**src/rtl/sprite_mover.sv**
```systemverilog
// sprite_mover: keyboard-driven square sprite with acceleration, coasting, stop and clamped edge reflection.
module sprite_mover #(
  parameter int X_MIN = 0,
  parameter int X_MAX = 639,
  parameter int Y_MIN = 0,
  parameter int Y_MAX = 479,
  parameter int X_CENTER = 320,
  parameter int Y_CENTER = 240,
  parameter int SIZE = 16,
  parameter int MAX_SPEED = 4,
  parameter int ACCEL_FRAMES = 8
) (
  input  logic       frame_clk,
  input  logic       Reset,
  input  logic [7:0] keycode,
  output logic [9:0] SpriteX,
  output logic [9:0] SpriteY,
  output logic [9:0] SpriteS,
  output logic       Moving,
  output logic       Bounce,
  output logic [3:0] Speed
);
  typedef enum logic {STOPPED, MOVING} state_t;
  localparam logic [7:0] K_W = 8'h1A, K_S = 8'h16, K_A = 8'h04, K_D = 8'h07, K_SP = 8'h2C;
  state_t state, state_n;
  logic signed [1:0] dx, dy, dx_n, dy_n;
  logic [3:0] spd_n;
  logic [15:0] cnt, cnt_n;
  logic [7:0] last, last_n;
  logic dir, press;
  logic signed [11:0] step_x, step_y, nx, ny;
  logic hit_r, hit_l, hit_d, hit_u;
  assign SpriteS = 10'(SIZE);
  always_comb begin
    dir = keycode == K_W || keycode == K_S || keycode == K_A || keycode == K_D;
    press = dir && (keycode != last || state == STOPPED);
    dx_n = dx;
    dy_n = dy;
    spd_n = Speed;
    cnt_n = cnt;
    state_n = state;
    last_n = dir ? keycode : 8'h00;
    if (keycode == K_SP) begin
      dx_n = 2'sb00;
      dy_n = 2'sb00;
      spd_n = 4'd0;
      cnt_n = 16'd0;
      state_n = STOPPED;
    end else if (press) begin
      dx_n = keycode == K_D ? 2'sb01 : keycode == K_A ? 2'sb11 : 2'sb00;
      dy_n = keycode == K_S ? 2'sb01 : keycode == K_W ? 2'sb11 : 2'sb00;
      spd_n = 4'd1;
      cnt_n = 16'd0;
      state_n = MOVING;
    end else if (dir) begin
      spd_n = cnt == 16'(ACCEL_FRAMES - 1) && Speed != 4'(MAX_SPEED) ? Speed + 4'd1 : Speed;
      cnt_n = cnt == 16'(ACCEL_FRAMES - 1) ? 16'd0 : cnt + 16'd1;
    end
    // Motion uses the direction and speed chosen this same frame
    step_x = dx_n == 2'sb01 ? {8'b0, spd_n} : dx_n == 2'sb11 ? -{8'b0, spd_n} : 12'sd0;
    step_y = dy_n == 2'sb01 ? {8'b0, spd_n} : dy_n == 2'sb11 ? -{8'b0, spd_n} : 12'sd0;
    nx = $signed({2'b00, SpriteX}) + step_x;
    ny = $signed({2'b00, SpriteY}) + step_y;
    hit_r = dx_n == 2'sb01 && nx + SIZE > X_MAX;
    hit_l = dx_n == 2'sb11 && nx - SIZE < X_MIN;
    hit_d = dy_n == 2'sb01 && ny + SIZE > Y_MAX;
    hit_u = dy_n == 2'sb11 && ny - SIZE < Y_MIN;
  end
  always_ff @(posedge frame_clk) begin
    if (Reset) begin
      SpriteX <= 10'(X_CENTER);
      SpriteY <= 10'(Y_CENTER);
      dx <= 2'sb00;
      dy <= 2'sb00;
      Speed <= 4'd0;
      cnt <= 16'd0;
      last <= 8'h00;
      state <= STOPPED;
      Moving <= 1'b0;
      Bounce <= 1'b0;
    end else begin
      SpriteX <= hit_r ? 10'(X_MAX - SIZE) : hit_l ? 10'(X_MIN + SIZE) : nx[9:0];
      SpriteY <= hit_d ? 10'(Y_MAX - SIZE) : hit_u ? 10'(Y_MIN + SIZE) : ny[9:0];
      dx <= hit_r ? 2'sb11 : hit_l ? 2'sb01 : dx_n;
      dy <= hit_d ? 2'sb11 : hit_u ? 2'sb01 : dy_n;
      Speed <= spd_n;
      cnt <= cnt_n;
      last <= last_n;
      state <= state_n;
      Moving <= state_n == MOVING;
      Bounce <= hit_r || hit_l || hit_d || hit_u;
    end
  end
endmodule

```
**config.mk**
```make
export PLATFORM = sky130hd
export DESIGN_NAME = sprite_mover
export DESIGN_NICKNAME = d
export VERILOG_FILES = /design/src/rtl/sprite_mover.sv
export SDC_FILE = /design/constraint.sdc
export NUM_CORES = 1
export LEC_CHECK = 0
export ABC_AREA = 1
export CAP_MARGIN = 10
export CORE_MARGIN = 5
export CORE_UTILIZATION = 60
export CTS_BUF_LIST = sky130_fd_sc_hd__clkbuf_2
export DETAILED_ROUTE_END_ITERATION = 10
export PLACE_DENSITY = 0.84
export SYNTH_ARGS = -nofsm -noshare
export SYNTH_HDL_FRONTEND = slang
export SYNTH_SLANG_ARGS = --single-unit
```
**constraint.sdc**
```tcl
create_clock -name frame_clk -period 12.1 [get_ports frame_clk]
set_input_delay 2.42 -clock frame_clk [delete_from_list [all_inputs] [get_ports frame_clk]]
set_output_delay 2.42 -clock frame_clk [all_outputs]
set_load 0.01 [all_outputs]
```
==> results of run 1 <==
==> where the power goes <==
part	leakage (nW)	switching, mW	internal, mW	total (mW)
sequential	0.436	0.000616	0.180	0.180
clock	0.0270	0.0626	0.0144	0.0770
combinational	1.88	0.0141	0.00679	0.0209
total	2.34	0.0773	0.201	0.278
==> state kept, by name (all words and copies together) (netlist names) <==
register and cells:
Bounce 1, Speed 4, SpriteX 10, SpriteY 10, cnt 16, dx 2, dy 2, last 8
state 1
==> area by class of cell <==
type                       instances  share of cell area, %
multi-input combinational        468                   57.6
sequential                        54                   23.3
inverter                          96                   7.86
timing repair buffer              36                   7.70
tap                               96                   2.59
clock buffer                       5                  0.539
clock inverter                     3                  0.431
==> cells by family (layout without fill, tap and decap cells) <==
kind of cell | Yosys count | in the layout
simple gates | 336 | 336
buf+inv | 114 | 140
compound gates | 69 | 69
flops | 54 | 54
fa+ha+maj | 33 | 33
xor+xnor | 17 | 17
other cells | 2 | 13
==> stage by stage <==
stage	hold WS (ns)	utilization, %	cell area, sq um	cells
2_1_floorplan	0.461	-	4260	636
3_3_place_gp	0.472	67.3	4600	750
3_5_place_dp	0.485	67.3	4600	750
4_1_cts	0.513	68.0	4650	758
5_1_grt	0.530	68.0	4650	758
6_report	0.513	68.0	4650	758
==> path summary, 6_finish.rpt <==
check / to / slack, ns / depth (start not counted)
worst max-delay path: SpriteY[5] / 5.32 / 35
worst min-delay path: cnt[1] / 0.51 / 2
worst max register to register: SpriteY[5] / 7.07 / 34
worst min register to register: cnt[1] / 0.51 / 2
==> worst max-delay path, delay by kind of cell <==
family,cells,cell delay (ns)
adder cells (fa/ha/maj),3,0.87
AO/OA/AOI/OAI,3,0.36
buffers and inverters,6,1.01
AND/OR/NAND/NOR,23,2.47
==> layer usage <==
layer,share of wire [%],vias to the layer above
met5,0,-
met4,1.6,0
met3,4.8,17
met2,47,111
met1,46,1760
li1,-,2052
==> Yosys cell counts (all sizes together), types with 2 or more instances <==
cell type    n  share of area (%)
dfxtp       54                 26
clkbuf       3               0.27
nor2        73                7.4
o211ai       2               0.36
and2         2               0.30
xor2        13                2.7
nor4         4               0.59
inv         92                8.2
nand2      169                 17
nor3        10                1.6
ha          31                9.2
nand4       16                2.4
nor3b        5                1.0
or2          2               0.30
o22ai        2               0.30
and3         3               0.44
conb         2               0.18
xnor2        4               0.83
o21bai       5               0.89
a31oi        2               0.30
nand3b       4               0.71
nand3       47                6.9
clkinv       4               0.47
a21oi       41                6.1
buf         15                3.1
fa           2               0.95
o21ai       12                1.4
==> flow_metrics.env, run 1 <==
export IMPL_synth_simple_gate_area_share_pct=38.3
export IMPL_floorplan_die_height_um=93.9
export IMPL_cts_hold_buffers=0
export IMPL_cts_setup_buffers=0
export IMPL_post_cts_resize_count=0
export IMPL_globalRoute_totalOverflow=0
export IMPL_clock_latency_ns=0.47
export IMPL_drt_antenna_violating_nets=0
export IMPL_cp_data_arrival_time_ns=7.16
export IMPL_dominant_combinational_cell_family_by_area_after_synthesis="simple AND/OR/NAND/NOR gates"
export IMPL_synthXorXnorAreaFrac_pct=3.53
export IMPL_fin_skew_ns=0.0236
export IMPL_synthesis_area_per_instance_sq_um=6.75
export IMPL_timing_critical_path_from_type="input port"
export IMPL_globalRouteMet3Util_pct=3.69
export IMPL_timing_hold_violations_final=0
export IMPL_die_w_um=93.9
export IMPL_fillers=604
export IMPL_place_congestion=0.948
export IMPL_grtUsageMet2_pct=39.4
export IMPL_drt_iter0_markers=244
export IMPL_register_bit_count_reported_by_yosys=54
export IMPL_via_count_of_the_first_global_routing_pass=3773
export IMPL_grt_start_max_net_pins=22
export IMPL_synth_flop_cell="sky130_fd_sc_hd__dfxtp_1"
export IMPL_first_pass_grt_wire_length_um=16200
export IMPL_route_detailed_vias_per_inst=5.20
export IMPL_cts_path_max_buffers=2
export IMPL_drv_max_cap_violation_count=0
export IMPL_synth_compound_gate_area_share_pct=10.3
export IMPL_final_max_slew_violation_count=0
export IMPL_cell_with_the_most_instances_on_the_worst_path="sky130_fd_sc_hd__nand2_1"
export IMPL_final_critical_path_setup_slack_ns=5.32
export IMPL_final_cell_mix="sky130_fd_sc_hd__nand2_1, sky130_fd_sc_hd__inv_1, sky130_fd_sc_hd__nor2_1"
export IMPL_routed_wl_um=9350
export IMPL_cts_tree="done"
export IMPL_crit_path_time_final_ns=6.78
export IMPL_relSlewSlack_pct=62.8
export IMPL_route_vias_total=3940
export IMPL_cts_made_buffers=5
export IMPL_detailedRoute_firstPassIterationCount=4
export IMPL_fmax_ghz=0.148
export IMPL_met1_usage_pct=27.3
export IMPL_sequential_cell_area_sq_mm=0.00108
export IMPL_final_common_cell="sky130_fd_sc_hd__nand2_1"
export IMPL_synth_edff_count=0
export IMPL_critPathLaunch="keycode[0]"
export IMPL_tns_ns=0
export IMPL_design_portCount=46
export IMPL_synth_fa_ha_area_share_pct=10.1
export IMPL_status="finished clean"
export IMPL_path_class="input port to flip-flop"
export IMPL_syn_area_sq_mm=0.00422
export IMPL_maximum_vdd_drop_uv=50.1
export IMPL_power_leakage_nw=2.34
export IMPL_area_delta_synth_final_pct=10.0
export IMPL_tritoncts_num_sinks=54
export IMPL_ys_seq_area_share_pct=25.6
export IMPL_finalPower_mw=0.278
export IMPL_timing_critical_path_slowest_cell_delay_ns=0.53
export IMPL_wl_per_cell_um=12.3
export IMPL_layout_drive_gt1_share_pct=10.3
export IMPL_cp_slowest_cell="sky130_fd_sc_hd__clkdlybuf4s50_1"
export IMPL_layout_nets=704
export IMPL_clock_tree_htree_level_count=2
export IMPL_drt_drc_violations_left=0
export IMPL_max_slew_worst_pin_slew_ns=0.554
export IMPL_clk_root_buffer_cell="sky130_fd_sc_hd__clkbuf_2"
export IMPL_clkSlewWorstSetupHoldPaths_ns=0.28
export IMPL_min_delay_start="cnt[1]"
export IMPL_timing_critical_path_fanout_max=15
export IMPL_multiInputGateArea_sq_mm=0.00268
export IMPL_worst_hold_path_type="flip-flop to flip-flop"
export IMPL_floorplan_rows=30
export IMPL_effective_utilization_at_floorplan_pct=61.8
export IMPL_antenna_found_initial=0
export IMPL_track_usage_pct=22.2
export IMPL_diodes=0
export IMPL_synthDistinctLibCells=50
export IMPL_postSynth_asyncResetShare_pct=0
export IMPL_hpwl_detailed_um=7380
export IMPL_port_buffers=35
export IMPL_fin_crit_sh_pct=56.0
export IMPL_crit_path_end_kind="flip-flop"
export IMPL_syn_inst=625
export IMPL_fp_coreArea_sq_mm=0.00683
export IMPL_global_route_peak_usage_layer="met2"
export IMPL_rsz0062_at_grt="false"
export IMPL_r2r_start="cnt[0]"
export IMPL_power_density_mw_per_mm2=59.9
export IMPL_fp_dieArea_sq_mm=0.00881
export IMPL_worst_endpoint_required_ns=12.48
export IMPL_finalSetupViolCount=0
export IMPL_preCtsSetupSlack_ns=4.86
export IMPL_multiplexer_share_of_the_synthesized_area_pct=0
export IMPL_yosys_warns=0
(Power assumes the default switching activity.)
==> run 2: changes to the inputs <==
--- a/config.mk
+++ b/config.mk
@@ -8,10 +8,10 @@
 export ABC_AREA = 1
 export CAP_MARGIN = 10
 export CORE_MARGIN = 5
-export CORE_UTILIZATION = 60
+export CORE_UTILIZATION = 53
 export CTS_BUF_LIST = sky130_fd_sc_hd__clkbuf_2
 export DETAILED_ROUTE_END_ITERATION = 10
-export PLACE_DENSITY = 0.84
+export PLACE_DENSITY = 0.79
 export SYNTH_ARGS = -nofsm -noshare
 export SYNTH_HDL_FRONTEND = slang
 export SYNTH_SLANG_ARGS = --single-unit
==> constraint.sdc (replaced) <==
create_clock -name frame_clk -period 6.1 [get_ports frame_clk]
set_input_delay 1.22 -clock frame_clk [delete_from_list [all_inputs] [get_ports frame_clk]]
set_output_delay 1.22 -clock frame_clk [all_outputs]
set_load 0.01 [all_outputs]
==> flow_metrics.env, run 2 (synthesized netlist as in run 1, its figures left out) <==
export IMPL_status="finished clean"
export IMPL_cts_tree="done"
export IMPL_antenna_found_initial=0
export IMPL_top_register="cnt"
export IMPL_final_cell_mix="sky130_fd_sc_hd__nand2_1, sky130_fd_sc_hd__inv_1, sky130_fd_sc_hd__nor2_1"
export IMPL_area_delta_synth_final_pct=11.1
export IMPL_fmax_ghz=0.178
export IMPL_finalPower_mw=0.556
export IMPL_first_pass_grt_wire_length_um=16200
export IMPL_fillers=721
export IMPL_multiInputGateArea_sq_mm=0.00270
export IMPL_fp_coreArea_sq_mm=0.00773
export IMPL_crit_path_time_final_ns=5.61
export IMPL_detailedRoute_firstPassIterationCount=5
export IMPL_layout_drive_gt1_share_pct=10.8
export IMPL_grt_start_max_net_pins=22
export IMPL_top_flop_regs="cnt: 16 flops, SpriteX: 10 flops, SpriteY: 10 flops"
export IMPL_finalSetupViolCount=0
export IMPL_design_portCount=46
export IMPL_worst_hold_path_type="flip-flop to flip-flop"
export IMPL_timing_critical_path_slowest_cell_delay_ns=0.53
export IMPL_relSlewSlack_pct=63.5
export IMPL_layout_nets=706
export IMPL_via_count_of_the_first_global_routing_pass=3794
export IMPL_drt_antenna_violating_nets=0
export IMPL_timing_hold_violations_final=0
export IMPL_r2r_start="cnt[0]"
export IMPL_power_density_mw_per_mm2=118
export IMPL_critPathLaunch="keycode[0]"
export IMPL_worstPathBufferInverterCount=6
export IMPL_cts_path_max_buffers=2
export IMPL_critical_path_reg2reg_endpoint="SpriteY[6]"
export IMPL_clk_root_buffer_cell="sky130_fd_sc_hd__clkbuf_2"
export IMPL_cell_with_the_most_instances_on_the_worst_path="sky130_fd_sc_hd__nand2_1"
export IMPL_timing_critical_path_from_type="input port"
export IMPL_cpLargestDelayFamily="simple AND/OR/NAND/NOR gates"
export IMPL_fp_dieArea_sq_mm=0.00985
export IMPL_sequential_cell_area_sq_mm=0.00108
export IMPL_worst_endpoint_required_ns=6.51
export IMPL_die_w_um=99.2
export IMPL_routed_wl_um=9610
export IMPL_floorplan_rows=32
export IMPL_worstRegToRegCells=32
export IMPL_place_congestion=0.906
export IMPL_maximum_vdd_drop_uv=67.9
export IMPL_largest_reg_flops=16
export IMPL_worst_path_stages=33
export IMPL_finalCoreUtilization_pct=60.7
export IMPL_max_slew_worst_pin_slew_ns=0.541
export IMPL_hpwl_detailed_um=7570
export IMPL_clkSlewWorstSetupHoldPaths_ns=0.31
export IMPL_tritoncts_num_sinks=54
export IMPL_track_usage_pct=19.5
export IMPL_power_leakage_nw=2.35
export IMPL_crit_path_end="SpriteY[6]"
export IMPL_place_area_sq_mm=0.00462
export IMPL_cts_hold_buffers=0
export IMPL_clock_latency_ns=0.48
export IMPL_cts_made_buffers=5
export IMPL_drv_max_cap_violation_count=0
export IMPL_path_class="input port to flip-flop"
export IMPL_globalRoute_totalOverflow=0
export IMPL_effective_utilization_at_floorplan_pct=54.6
export IMPL_drt_drc_violations_left=0
export IMPL_final_common_cell="sky130_fd_sc_hd__nand2_1"
export IMPL_drt_iter0_markers=214
export IMPL_port_buffers=35
export IMPL_r2r_setup_slack_ns=1.08
export IMPL_route_vias_total=4008
export IMPL_final_max_slew_violation_count=0
export IMPL_cp_data_arrival_time_ns=6.02
export IMPL_fin_skew_ns=0.0254
export IMPL_clock_tree_htree_level_count=2
export IMPL_timing_critical_path_fanout_max=15
export IMPL_wl_per_cell_um=12.5
export IMPL_final_area_sq_mm=0.00469
export IMPL_fin_crit_sh_pct=91.9
export IMPL_route_detailed_vias_per_inst=5.23
export IMPL_floorplan_die_height_um=99.2
export IMPL_crit_path_end_kind="flip-flop"
export IMPL_cp_slowest_cell="sky130_fd_sc_hd__clkdlybuf4s50_1"
run 2: cell count changes in the layout (fill, tap and decap cells not counted), sizes merged:
| cell | change |
|---|---|
| buf | +2 |
| diode | +1 |
run 2: where the power goes:
group | total [mW] | switching, mW | internal, mW
clock network | 0.156 | 0.128 | 0.0285
logic | 0.0418 | 0.0279 | 0.0139
registers | 0.357 | 0.00116 | 0.356
total | 0.556 | 0.157 | 0.399
run 2: repair_timing:
item / in CTS / in global routing
gates resized for setup: 0 / 3
endpoints found under the setup margin: 0 / 5
setup buffers: 0 / 1
run 2: final cells by class:
class | instances | area share [%]
flip-flops and latches | 54 | 23.0
well taps | 102 | 2.72
multi-input cells | 468 | 57.5
repair buffers | 38 | 7.95
clock inverters | 3 | 0.427
clock buffers | 5 | 0.533
inverters | 96 | 7.79
diodes | 1 | 0.0533
run 2: how the worst min path moves through the flow:
| stage | startpoint | endpoint | slack [ns] | cells past startpoint |
|---|---|---|---|---|
| finish | cnt[1] | cnt[1] | 0.52 | 2 |
| global route | cnt[0] | cnt[0] | 0.55 | 2 |
| CTS | cnt[1] | cnt[1] | 0.52 | 2 |
| detailed placement | cnt[1] | cnt[1] | 0.49 | 2 |
| global placement | cnt[1] | cnt[1] | 0.47 | 2 |
| floorplan | cnt[1] | cnt[1] | 0.46 | 2 |
run 2: metal layers:
metal  wire [um]  global-route usage, %  share of wire, %  vias up
met2        4630                   34.0                48      115
li1            -                      -                 -     2059
met1        4340                   24.6                45     1819
met4         120                   5.99               1.2        0
met5           0                      0                 0        -
met3         519                   3.09               5.4       15
run 2: through the flow:
| stage | std cells | hold WS, ns | TNS, ns | setup WS, ns |
|---|---|---|---|---|
| final | 767 | 0.519 | 0 | 0.493 |
| after floorplan | 636 | 0.461 | 0 | 1.11 |
| after detailed placement | 757 | 0.491 | 0 | 0.0305 |
| after global routing | 766 | 0.546 | -0.00435 | -0.00435 |
| after CTS | 765 | 0.520 | 0 | 0.543 |
| after global placement | 757 | 0.471 | 0 | 0.210 |
run 2: worst reg2reg max path: cells and delay by family, from the launching register on:
| kind | cells | cell delay [ns] |
|---|---|---|
| and+or+nand+nor | 20 | 2.25 |
| adders and majority gates | 4 | 1.11 |
| AOI/OAI and AO/OA | 4 | 0.79 |
| DFF | 1 | 0.44 |
| buffers and inverters | 4 | 0.40 |
